File: src/rtl/adder_pkg.sv
// adder_pkg: shared encodings, flag bundle and configuration check for the pipelined adder
package adder_pkg;

    localparam logic OP_ADD = 1'b0;
    localparam logic OP_SUB = 1'b1;

    typedef struct packed {
        logic cout;
        logic ovf;
        logic zero;
        logic neg;
    } adder_flags_t;

    function automatic bit cfg_ok(input int width, input int stages, input int block);
        return stages >= 1 && stages <= 8 && block >= 1 && width % (stages * block) == 0;
    endfunction

endpackage

File: src/rtl/pipelined_cla_addsub_cla_group.sv
// cla_group: BLOCK-bit lookahead group producing sum and group propagate/generate
module cla_group #(
    parameter int BLOCK = 4
) (
    input  logic [BLOCK-1:0] a_i,
    input  logic [BLOCK-1:0] b_i,
    input  logic             cin_i,
    output logic [BLOCK-1:0] sum_o,
    output logic             p_o,
    output logic             g_o
);

    // group P/G depend only on the operands so the slice carry logic never waits on cin
    always_comb begin
        g_o = 1'b0;
        for (int i = 0; i < BLOCK; i++) g_o = (a_i[i] & b_i[i]) | ((a_i[i] ^ b_i[i]) & g_o);
        p_o = &(a_i ^ b_i);
    end

    // bit carries within the group from the group carry-in
    always_comb begin
        logic c;
        c = cin_i;
        sum_o = '0;
        for (int i = 0; i < BLOCK; i++) begin
            sum_o[i] = a_i[i] ^ b_i[i] ^ c;
            c = (a_i[i] & b_i[i]) | ((a_i[i] ^ b_i[i]) & c);
        end
    end

endmodule

File: src/rtl/pipelined_cla_addsub.sv
// pipelined_cla_addsub: elastic STAGES-deep CLA add/sub; ADDER_FLAGS_EN enables ovf/zero/neg
module pipelined_cla_addsub
    import adder_pkg::*;
#(
    parameter int WIDTH  = 32,
    parameter int BLOCK  = 4,
    parameter int STAGES = 2
) (
    input  logic             clk,
    input  logic             rst_n,
    input  logic             in_valid,
    output logic             in_ready,
    input  logic             op_sub,
    input  logic [WIDTH-1:0] a,
    input  logic [WIDTH-1:0] b,
    output logic             out_valid,
    input  logic             out_ready,
    output logic [WIDTH-1:0] sum,
    output logic             cout,
    output logic             ovf,
    output logic             zero,
    output logic             neg
);

    localparam int SW  = WIDTH / STAGES;
    localparam int NG  = WIDTH / BLOCK;
    localparam int GPS = SW / BLOCK;

    if (!cfg_ok(WIDTH, STAGES, BLOCK)) begin : g_cfg_check
        $error("WIDTH must be a multiple of STAGES*BLOCK and STAGES must be 1..8");
    end

    logic [STAGES-1:0] valid_q, c_q, rdy, vin, cin, cout_s;
    logic [WIDTH-1:0]  a_q [STAGES];
    logic [WIDTH-1:0]  b_q [STAGES];
    logic [WIDTH-1:0]  sum_q [STAGES];
    logic [WIDTH-1:0]  sum_d [STAGES];
    logic [WIDTH-1:0]  ain [STAGES];
    logic [WIDTH-1:0]  bin [STAGES];
    logic [NG-1:0]     gp, gg, gc;
    logic [WIDTH-1:0]  gsum;
    logic              unused_ops;
    adder_flags_t      flags;

    // stage 0 works on the ports, later stages on the operands carried by the previous stage
    always_comb begin
        cin = '0;
        vin = '0;
        ain[0] = a;
        bin[0] = (op_sub == OP_SUB) ? ~b : b;
        cin[0] = op_sub == OP_SUB;
        vin[0] = in_valid;
        for (int s = 1; s < STAGES; s++) begin
            ain[s] = a_q[s-1];
            bin[s] = b_q[s-1];
            cin[s] = c_q[s-1];
            vin[s] = valid_q[s-1];
        end
    end

    for (genvar j = 0; j < NG; j++) begin : g_grp
        cla_group #(.BLOCK(BLOCK)) u_grp (
            .a_i  (ain[j / GPS][j*BLOCK +: BLOCK]),
            .b_i  (bin[j / GPS][j*BLOCK +: BLOCK]),
            .cin_i(gc[j]),
            .sum_o(gsum[j*BLOCK +: BLOCK]),
            .p_o  (gp[j]),
            .g_o  (gg[j])
        );
    end

    // group carries across each slice, seeded by that slice's carry-in
    always_comb begin
        logic c;
        c = 1'b0;
        gc = '0;
        cout_s = '0;
        for (int j = 0; j < NG; j++) begin
            if (j % GPS == 0) c = cin[j / GPS];
            gc[j] = c;
            c = gg[j] | (gp[j] & c);
            if (j % GPS == GPS - 1) cout_s[j / GPS] = c;
        end
    end

    // each stage drops its freshly computed slice into the partial sum passed down
    always_comb begin
        sum_d[0] = '0;
        for (int s = 1; s < STAGES; s++) sum_d[s] = sum_q[s-1];
        for (int s = 0; s < STAGES; s++) sum_d[s][s*SW +: SW] = gsum[s*SW +: SW];
    end

    // a stage may load when empty or when its content leaves this cycle
    always_comb begin
        logic r;
        r = out_ready;
        rdy = '0;
        for (int s = STAGES - 1; s >= 0; s--) begin
            r = !valid_q[s] || r;
            rdy[s] = r;
        end
    end

    // operand bits outside a stage's slice are only forwarded, the last stage's copies are dead
    always_comb begin
        unused_ops = ^{a_q[STAGES-1], b_q[STAGES-1]};
        for (int s = 0; s < STAGES; s++) unused_ops = unused_ops ^ (^{ain[s], bin[s]});
    end

    // stage registers; data is captured only together with a valid operation
    always_ff @(posedge clk or negedge rst_n) begin
        if (!rst_n) begin
            valid_q <= '0;
            c_q     <= '0;
            for (int s = 0; s < STAGES; s++) begin
                a_q[s]   <= '0;
                b_q[s]   <= '0;
                sum_q[s] <= '0;
            end
        end else begin
            for (int s = 0; s < STAGES; s++) begin
                if (rdy[s]) valid_q[s] <= vin[s];
                if (rdy[s] && vin[s]) begin
                    a_q[s]   <= ain[s];
                    b_q[s]   <= bin[s];
                    c_q[s]   <= cout_s[s];
                    sum_q[s] <= sum_d[s];
                end
            end
        end
    end

`ifdef ADDER_FLAGS_EN
    logic ovf_q, zero_q, neg_q, cmsb;

    assign cmsb = ain[STAGES-1][WIDTH-1] ^ bin[STAGES-1][WIDTH-1] ^ gsum[WIDTH-1];

    // flags come from the complete sum formed in the final stage
    always_ff @(posedge clk or negedge rst_n) begin
        if (!rst_n) begin
            ovf_q  <= 1'b0;
            zero_q <= 1'b0;
            neg_q  <= 1'b0;
        end else if (rdy[STAGES-1] && vin[STAGES-1]) begin
            ovf_q  <= cmsb ^ cout_s[STAGES-1];
            zero_q <= sum_d[STAGES-1] == '0;
            neg_q  <= sum_d[STAGES-1][WIDTH-1];
        end
    end

    assign flags = '{cout: c_q[STAGES-1], ovf: ovf_q, zero: zero_q, neg: neg_q};
`else
    assign flags = '{cout: c_q[STAGES-1], ovf: 1'b0, zero: 1'b0, neg: 1'b0};
`endif

    assign in_ready  = rdy[0];
    assign out_valid = valid_q[STAGES-1];
    assign sum       = sum_q[STAGES-1];
    assign {cout, ovf, zero, neg} = flags;

endmodule

File: config.mk
export PLATFORM = sky130hd
export DESIGN_NAME = pipelined_cla_addsub
export DESIGN_NICKNAME = d
export VERILOG_FILES = /design/src/rtl/adder_pkg.sv /design/src/rtl/pipelined_cla_addsub_cla_group.sv /design/src/rtl/pipelined_cla_addsub.sv
export SDC_FILE = /design/constraint.sdc
export NUM_CORES = 1
export LEC_CHECK = 0
export BUFFER_PORTS_ARGS = -buffer_cell sky130_fd_sc_hd__buf_2
export CORE_AREA = 2 2 96 98
export DETAILED_ROUTE_END_ITERATION = 10
export DIE_AREA = 0 0 98 100
export GPL_TIMING_DRIVEN = 0
export PLACE_DENSITY = 0.84
export SYNTH_ARGS = -nofsm -noshare
export SYNTH_HDL_FRONTEND = slang
export SYNTH_SLANG_ARGS = --single-unit
File: constraint.sdc
create_clock -name clk -period 3.47 [get_ports clk]
set_input_delay 0.347 -clock clk [delete_from_list [all_inputs] [get_ports clk]]
set_output_delay 0.347 -clock clk [all_outputs]
set_load 0.1 [all_outputs]
## Word-level counts from Yosys, hierarchy flattened

Cells that the tools add are included.

| word-level totals | value |
|---|---|
| register bits after elaboration | 116 |
| latch bits | 0 |
| bits in writable memories | 0 |
| ROM bits | 0 |
| input bits | 69 |
| output and inout bits | 38 |
| word-level logic and storage cells | 240 |
| memories | 0 |

| cells by class | value |
|---|---|
| add/sub/neg operators | 0 |
| multiply operators | 0 |
| divide/modulo/power cells | 0 |
| $lt $le $gt $ge | 0 |
| equality and inequality tests | 0 |
| shifts and indexed selects | 0 |
| mux-type cells | 1 |
| bitwise logic cells | 217 |
| reduce and logical (&&, ||, !) cells | 14 |

Operator list:

| cell | number |
|---|---|
| AND 1 bit | 88 |
| bitwise XOR 1 bit | 64 |
| bitwise OR 1 bit | 56 |
| 2-to-1 mux 32 bit | 1 |
| inverter 32 bit | 1 |
| AND reduction 4 bit | 8 |
| bitwise XOR 4 bit | 8 |
| logical AND 1 bit | 2 |
| logical NOT 1 bit | 2 |
| logical OR 1 bit | 2 |

## Logic depth before layout (Yosys ltp)

Gate-level depths: netlist (run 1).

| depth | value |
|---|---|
| depth after elaboration | 21 |
| depth in mapped cells | 13 |
| depth with buffers taken out | 11 |

## By module

Synthesis (run 1) repeated with hierarchy kept, for this count alone.

| second synthesis, totals | value |
|---|---|
| cells, all modules | 386 |
| area, all modules | 4944.7 µm² |

By module, submodules not included:

| module | instances | cells each | area each (µm²) | seq. area each (µm²) |
|---|---|---|---|---|
| pipelined_cla_addsub | 1 | 239 | 3627.2 | 2102.0 |
| cla_group at g_grp[3].u_grp ... | 5 | 18 | 165.2 | 0.0 |
| cla_group at g_grp[0].u_grp ... | 3 | 19 | 163.9 | 0.0 |

## Worst setup path before layout (run 1)

OpenSTA, ideal clock, no wires.

| timing | value |
|---|---|
| path type | input -> register |
| from | input port op_sub |
| to | register sum_q (netlist bit sum_d[11]) |
| setup time | 0.083 ns |
| data arrival time | 3.205 ns |
| data required time | 3.387 ns |
| path slack | 0.182 ns |
| stages on the path | 13 |
| cell sequence | buf_2 > buf_2 > xor2_1 > ha_1 > nand3_1 > o22ai_1 > nor2_1 > o21a_1 > fa_1 > fa_1 > fa_1 > xor2_1 > o21ai_0 |

| on the way | value |
|---|---|
| word-level cells in the longest chain between the ends | 18 |
| elaborated cells between the ends (all ways) | 49 |
| classes of those cells | mux: 1; bitwise: 46; reduce/logical: 2 |

RTL lines:

| item | RTL line | RTL |
|---|---|---|
| start: declaration | pipelined_cla_addsub.sv:13 | `input logic op_sub,` |
| 2-to-1 mux 32 bit | pipelined_cla_addsub.sv:50 | `bin[0] = (op_sub == OP_SUB) ? ~b : b;` |
| bitwise XOR 1 bit or AND 1 bit (tied branches) | pipelined_cla_addsub_cla_group.sv:16 | `for (int i = 0; i < BLOCK; i++) g_o = (a_i[i] & b_i[i]) \| ((a_i[i] ^ b_i[i]) & g_o);` |
| AND 1 bit | pipelined_cla_addsub_cla_group.sv:16 |  |
| bitwise OR 1 bit | pipelined_cla_addsub_cla_group.sv:16 |  |
| AND 1 bit | pipelined_cla_addsub_cla_group.sv:16 |  |
| bitwise OR 1 bit | pipelined_cla_addsub_cla_group.sv:16 |  |
| AND 1 bit | pipelined_cla_addsub_cla_group.sv:16 |  |
| bitwise OR 1 bit | pipelined_cla_addsub_cla_group.sv:16 |  |
| [... 2 more ...] | - |  |
| bitwise OR 1 bit | pipelined_cla_addsub.sv:81 | `c = gg[j] \| (gp[j] & c);` |
| AND 1 bit | pipelined_cla_addsub_cla_group.sv:27 | `c = (a_i[i] & b_i[i]) \| ((a_i[i] ^ b_i[i]) & c);` |
| bitwise OR 1 bit | pipelined_cla_addsub_cla_group.sv:27 |  |
| AND 1 bit | pipelined_cla_addsub_cla_group.sv:27 |  |
| bitwise OR 1 bit | pipelined_cla_addsub_cla_group.sv:27 |  |
| AND 1 bit | pipelined_cla_addsub_cla_group.sv:27 |  |
| bitwise OR 1 bit | pipelined_cla_addsub_cla_group.sv:27 |  |
| bitwise XOR 1 bit * | pipelined_cla_addsub_cla_group.sv:26 | `sum_o[i] = a_i[i] ^ b_i[i] ^ c;` |
| end signal: indexed assignment | pipelined_cla_addsub.sv:127 | `sum_q[s] <= sum_d[s];` |
| end: declaration | pipelined_cla_addsub.sv:36 | `logic [WIDTH-1:0] sum_q [STAGES];` |

Every way passes the cells marked *; elsewhere a longest branch is shown, timed or not.
A chain may end at the register's enable or synchronous reset.

## Worst setup path in the final report (run 1)

| timing | value |
|---|---|
| from | input port op_sub |
| to | register sum_q (netlist bit sum_d[15]) |

| on the way | value |
|---|---|
| word-level cells in the longest chain between the ends | 20 |
| elaborated cells between the ends (all ways) | 66 |
| classes of those cells | mux: 1; bitwise: 62; reduce/logical: 3 |

RTL lines:

| item | RTL line |
|---|---|
| 2-to-1 mux 32 bit | pipelined_cla_addsub.sv:50 |
| bitwise XOR 1 bit or AND 1 bit (tied branches) | pipelined_cla_addsub_cla_group.sv:16 |
| AND 1 bit | pipelined_cla_addsub_cla_group.sv:16 |
| bitwise OR 1 bit | pipelined_cla_addsub_cla_group.sv:16 |
| AND 1 bit | pipelined_cla_addsub_cla_group.sv:16 |
| bitwise OR 1 bit | pipelined_cla_addsub_cla_group.sv:16 |
| AND 1 bit | pipelined_cla_addsub_cla_group.sv:16 |
| bitwise OR 1 bit | pipelined_cla_addsub_cla_group.sv:16 |
| [... 4 more ...] | - |
| bitwise OR 1 bit | pipelined_cla_addsub.sv:81 |
| AND 1 bit | pipelined_cla_addsub_cla_group.sv:27 |
| bitwise OR 1 bit | pipelined_cla_addsub_cla_group.sv:27 |
| AND 1 bit | pipelined_cla_addsub_cla_group.sv:27 |
| bitwise OR 1 bit | pipelined_cla_addsub_cla_group.sv:27 |
| AND 1 bit | pipelined_cla_addsub_cla_group.sv:27 |
| bitwise OR 1 bit | pipelined_cla_addsub_cla_group.sv:27 |
| bitwise XOR 1 bit * | pipelined_cla_addsub_cla_group.sv:26 |

Marked as above.

==> results of run 1 <==
==> flip-flops by register name, summed over array words and instances, names as in the netlist <==
register / count
sum: 32
a_q: 16
b_q: 16
sum_d: 16
valid_q: 2
c_q: 2
==> final cells by class <==
class	instances	area [sq um]
fillers	745	3274
repair buffers	104	550.5
clock buffers	9	123.9
flip-flops and latches	84	2102
plain buffers	20	112.6
inverters	27	101.3
well taps	111	138.9
clock inverters	7	52.55
multi-input cells	282	2434
==> metrics by stage <==
| stage | area, sq um | total power [uW] | utilization | std cells |
|---|---|---|---|---|
| global route | 5615 | 4656 | 0.6317 | 644 |
| floorplan | 4738 | 3331 | - | 413 |
| global placement | 5388 | 3730 | 0.6061 | 626 |
| detailed placement | 5418 | 3817 | 0.6094 | 627 |
| finish | 5615 | 4412 | 0.6317 | 644 |
| CTS | 5604 | 4442 | 0.6304 | 644 |
==> metal layers <==
layer / track usage / vias up
met5: 0 / -
met1: 0.2557 / 1612
li1: - / 1604
met4: 0.07906 / 0
met3: 0.03482 / 16
met2: 0.4073 / 107
==> cell families (layout without fill, tap and decap cells) <==
logic type	Yosys count	after routing	share of synthesized area
buffers and inverters	47	167	0.04417
flip-flops	84	84	0.4443
AND/OR/NAND/NOR	76	76	0.07723
adder cells (fa/ha/maj)	55	55	0.1820
other	1	3	0.0007927
XOR/XNOR	41	41	0.07591
AO/OA/AOI/OAI	63	63	0.07115
multiplexers	44	44	0.1045
==> cell usage in the layout, fill, tap and decap left out, types with 4 or more instances in the layout <==
master	count
nand2_1	45
xor2_1	21
clkbuf_1	7
buf_2	107
dfrtp_1	84
a21oi_1	14
fa_1	23
xnor2_1	20
nand4_1	4
nor2_1	5
clkbuf_8	9
nand2b_1	4
ha_1	32
o21ai_0	41
mux2_2	43
inv_1	27
buf_4	5
==> worst register-to-register path, cell delays in order (launching register included) <==
cell and delay, ns:
dfrtp_1 0.40, ha_1 0.36, and3_1 0.24, a221oi_2 0.30, nand2b_1 0.20, nand3b_1 0.12
fa_1 0.41, fa_1 0.41, fa_1 0.43, mux2_2 0.27
==> timing repair <==
item / in CTS / in global routing
endpoints found under the hold margin: 14 / 0
hold buffers: 1 / 0
gates resized for setup: 0 / 3
endpoints found under the setup margin: 0 / 3
==> worst paths after layout <==
check,startpoint,to,slack (ns),cells after the start
worst max-delay path,op_sub,sum_d[15],0.18,13
worst min-delay path,in_valid,valid_q[0],0.22,2
worst max register to register,a_q[55],sum[30],0.22,9
worst min register to register,sum[23],sum[23],0.48,2
max in group asynchronous,rst_n,b_q[54],2.50,3
min in group asynchronous,rst_n,a_q[60],0.39,2
==> power by group <==
part / switching, uW / internal [uW]
Combinational: 1800 / 548
Clock: 364 / 263
Sequential: 175 / 1260
Total: 2340 / 2080
==> impl_metrics.yaml, run 1 <==
outcome:
  status: "complete, no violations"
timing:
  grt_setup_unrepaired: "false"
  period_share: 0.9495
  finalWorstSetupSlack_ns: 0.1751
  worst_pin_slew_ns: 0.5117
  finalCriticalPeriod_ns: 3.295
  final_max_slew_viol_count: 0
  slew_headroom: 0.6612
  finClkSkew_ns: 0.004523
  holdWs_ns: 0.2165
  fmax_mhz: 303.5
  hold_viol_final: 0
  setup_tns_ns: 0
  finalSetupViolCount: 0
routing:
  route.vias.total: 3339
  drc: 0
  met3WireLength_um: 537
  wl_met2_um: 5288
  ant_nets: 0
  via_per_inst: 5.185
  top_layer: "met4"
  drt_first_pass_iters: 4
  postRouteWirelength_um: 9993
  wl_per_cell_um: 15.52
  first_iter_violations: 62
  drt-met1-wl_um: 3989
global_routing:
  grt.total_usage: 0.2187
  grt_overflow: 0
  grt_antenna_before_repair: 0
  grt_start_max_net_pins: 71
  grt_pass1_vias: 3650
  grt_pass1_wl_um: 16930
place:
  dpl.hpwl_um: 8150
  dp_worst_setup_slack_ns: -0.2281
  io_buffers: 102
  gp_congestion: 0.8361
synthesis:
  ys_seq_area_frac: 0.4443
  synth_seq_cells: 84
  synthTopCellsByArea: "dfrtp_1 (44%), mux2_2 (10%), fa_1 (9.7%)"
  syn_area_sq_um: 4731
  synth_common_cells: "dfrtp_1 (84), nand2_1 (45), mux2_2 (43)"
  yosys.area.top_type: "dfrtp_1"
  postSynth.asyncResetShare: 1.000
  synth-edff-count: 0
  syn-mean-instance-area_sq_um: 11.51
  ys.warnings.count: 0
  yosys.area.top_type_share: 0.4443
  synth_cell_types: 38
  netlist_instances: 411
  yosysMostFrequentCell: "dfrtp_1"
  ys.flop_type: "dfrtp_1"
power_and_ir_drop:
  p_per_area_nw_per_um2: 785.7
  power.leakage_uw: 0.002761
  vdd.ir_drop.worst_uv: 387.7
flow_run:
  drv_cap: 0
floorplan:
  core_sq_um: 8890
  die-area_sq_um: 9800
  num_rows: 35
  die_x_um: 98
  num_io_pins: 107
  die-height_um: 100
  start_util: 0.5322
critical_path:
  worstPathRequired_ns: 3.69
  timing.critical_path.mode_cell: "fa_1"
  path_class: "in2reg"
  end_kind: "flop"
  cp.arrival_ns: 3.52
  critPathBufInv: 2
  cp_slowest_cell: "fa_1"
  cpPeakStageDelay_ns: 0.44
  path_cells: "buf_2 -> clkbuf_4 -> xor2_1 -> ha_1 -> nand3_1 -> o22ai_1 -> o21ai_0 -> nor3b_1 -> fa_1 -> fa_1 -> fa_1 -> xor2_1 -> o21ai_0"
  cp-start-kind: "input port"
  path_delay_family: "adder cells"
  critPathMaxFanout: 10
layout:
  drive_gt1_frac: 0.3377
  diodes: 0
  syn2layout_area_growth_pct: 18.70
  nets: 652
clock_tree:
  root_buffer: "clkbuf_8"
  cts_setup_buffers: 0
  numCtsBuffers: 9
  cts-htree-levels: 3
  clkLatencyLatePin_ns: 0.35
  cts_buffer_depth: 2
  clkTransAtPathRegs_ns: 0.09
  cts_tree: "built"
  cts_sinks: 84
worst_hold_path:
  hold_path.class: "in2reg"
(Power assumes the default switching activity.)
==> run 2, diff against run 1 <==
ABC_AREA = 1   (was unset)
CORE_AREA = 2 2 97 99   (was 2 2 96 98)
DIE_AREA = 0 0 99 101   (was 0 0 98 100)
PLACE_DENSITY = 0.83   (was 0.84)
==> run 2 against run 1 <==
Area after synthesis increased by 0.87%; final cell count increased by 17%; combinational power about the same; fmax decreased by 2.4%; largest cell class unchanged; synthesized cell count increased by 27%; critical endpoint unchanged; wire length increased by 9.2%.
==> impl_metrics.yaml, run 2 <==
routing:
  first_iter_violations: 144
  postRouteWirelength_um: 10910
  drt_first_pass_iters: 4
  ant_nets: 0
  route.vias.total: 3821
  wl_per_cell_um: 14.43
  via_per_inst: 5.054
  drc: 0
place:
  dpl.hpwl_um: 8479
  gp_congestion: 0.8894
  place_area_sq_um: 5451
  dp_cells: 739
  io_buffers: 102
power_and_ir_drop:
  vdd.ir_drop.worst_uv: 428.4
  p_per_area_nw_per_um2: 809.1
  power.leakage_uw: 0.003087
timing:
  period_share: 0.9727
  fmax_mhz: 296.3
  finalSetupViolCount: 0
  hold_viol_final: 0
  slew_headroom: 0.6359
  worst_pin_slew_ns: 0.5461
  finalCriticalPeriod_ns: 3.375
  final_max_slew_viol_count: 0
  finClkSkew_ns: 0.01125
critical_path:
  reg2reg_slack_ns: 0.45
  cpPeakStageDelay_ns: 0.44
  r2r_end: "sum[31]"
  crit_path_end: "sum_d[15]"
  timing.critical_path.mode_cell: "nand2_1"
  path_cells: "buf_4 -> clkbuf_4 -> xor2_1 -> ha_1 -> inv_1 -> nor2_1 -> nand2_1 -> nand3b_2 -> nand2_1 -> nand2_1 -> nand2_1 -> nand2_1 -> inv_1 -> fa_1 -> fa_1 -> fa_1 -> xor2_1 -> o21ai_0"
  end_kind: "flop"
  crit_path_start: "op_sub"
  worstPathRequired_ns: 3.70
  r2r-start: "a_q[50]"
  cp-start-kind: "input port"
  critPathMaxFanout: 10
  cp_slowest_cell: "fa_1"
  path_class: "in2reg"
  cp.arrival_ns: 3.60
  rr_worst_depth: 14
layout:
  drive_gt1_frac: 0.2310
  layout_common_cells: "nand2_1 (198), buf_2 (109), dfrtp_1 (84)"
  nets: 764
  instances_no_fill: 756
  fin_area_sq_um: 5731
  syn2layout_area_growth_pct: 20.08
  diodes: 0
  largest_reg_flops: 32
  layout_commonest_cell: "nand2_1"
synthesis:
  syn-mean-instance-area_sq_um: 9.124
  postSynth.asyncResetShare: 1.000
  yosysMostFrequentCell: "nand2_1"
  syn_area_sq_um: 4772
  synth_cell_types: 27
  ys.flop_type: "dfrtp_1"
  ys.warnings.count: 0
  ys_seq_area_frac: 0.4405
  synth_common_cells: "nand2_1 (198), dfrtp_1 (84), inv_1 (40)"
  netlist_instances: 523
  synthTopCellsByArea: "dfrtp_1 (44%), nand2_1 (16%), fa_1 (9.6%)"
  synth_seq_cells: 84
  yosys.area.top_type: "dfrtp_1"
  synth-edff-count: 0
  yosys.area.top_type_share: 0.4405
clock_tree:
  cts_buffer_depth: 2
  clkLatencyLatePin_ns: 0.35
  clkTransAtPathRegs_ns: 0.09
  root_buffer: "clkbuf_8"
  numCtsBuffers: 9
  cts_setup_buffers: 0
  cts_tree: "built"
  cts-htree-levels: 3
  cts_sinks: 84
floorplan:
  start_util: 0.5316
  core_sq_um: 8977
  die-area_sq_um: 9999
  die_x_um: 99
  die-height_um: 101
  num_rows: 35
  num_io_pins: 107
global_routing:
  grt_pass1_wl_um: 17870
  grt.total_usage: 0.2288
  grt_start_max_net_pins: 44
  grt_pass1_vias: 3899
  grt_overflow: 0
  grt_antenna_before_repair: 0
worst_hold_path:
  hold_path.class: "in2reg"
flow_run:
  drv_cap: 0
outcome:
  status: "complete, no violations"
## run 2: changes by cell type in the layout (fill, tap and decap cells not counted), sizes merged, moves of 3 or more
cell / previous run / this run
and3: 3 / 0
nor2: 5 / 10
nand2: 46 / 204
mux2: 43 / 0
clkinv: 5 / 0
buf: 114 / 118
xnor2: 20 / 31
inv: 28 / 45
xor2: 21 / 9
nand4: 4 / 0
nand2b: 4 / 0
## run 2: critical path, delay by kind of cell
family                     cells  cell delay (ns)
AOI/OAI and AO/OA              1             0.10
xor gates and xnor gates       2             0.40
buffers and inverters          4             0.52
and+or+nand+nor                7             0.61
adders and majority gates      4             1.60
## run 2: per-layer routing
metal  share of wire  track usage  up-vias
li1                -            -     1851
met1            0.41       0.2874     1831
met2            0.52       0.4002      116
met3           0.047      0.04508       23
met4           0.022      0.07271        0
met5               0            0        -
## run 2: final cells by class
type	count	area, sq um
inverter	41	153.9
sequential	84	2102
fill	760	3247
clock inverter	7	105.1
tap	111	138.9
clock buffer	9	123.9
buffer	23	130.1
multi-input combinational	377	2434
timing repair buffer	104	543.0
## run 2: cell families (layout without fill, tap and decap cells)
logic type	count (synthesis)	count (layout)	synth area share
buffers and inverters	64	184	0.05821
DFF	84	84	0.4405
and+or+nand+nor	221	221	0.1820
adders and majority gates	55	55	0.1804
other	1	3	0.0007858
xor gates and xnor gates	40	40	0.07341
muxes	1	1	0.002098
AOI/OAI and AO/OA	57	57	0.06266
## run 2: metrics by stage
step	setup WS (ns)	hold slack [ns]	utilization	power, uW	TNS (ns)
2_1_floorplan	0.1473	0.05141	-	3335	0
6_report	0.09461	0.1815	0.6383	4636	0
5_1_grt	-0.1779	0.1729	0.6383	4886	-0.1988
3_5_place_dp	-0.2908	0.3706	0.6072	3848	-0.4812
4_1_cts	0.09072	0.1667	0.6339	4653	0
3_3_place_gp	-0.1931	0.4478	0.6047	3760	-0.2455
## run 2: worst min path at each step
stage | startpoint | end | slack (ns) | depth (start not counted)
finish | a[26] | a_q[58] | 0.18 | 3
floorplan | rst_n | a_q[48] | 0.05 | 0
CTS | a[25] | a_q[57] | 0.17 | 3
global placement | sum_d[8] | sum[8] | 0.45 | 2
global route | a[25] | a_q[57] | 0.17 | 3
detailed placement | rst_n | b_q[51] | 0.37 | 1
## run 2: what timing repair did
item | 4_1_cts | 5_1_grt
gates resized for setup | 0 | 6
setup endpoints to repair | 0 | 1
hold buffers | 1 | 0
hold endpoints to repair | 41 | 0
## run 2: where the power goes
part | internal (uW) | leakage, uW | total (uW) | switching (uW)
Clock | 418 | 0.000113 | 804 | 385
Combinational | 502 | 0.00194 | 2370 | 1870
Sequential | 1260 | 0.00103 | 1460 | 195
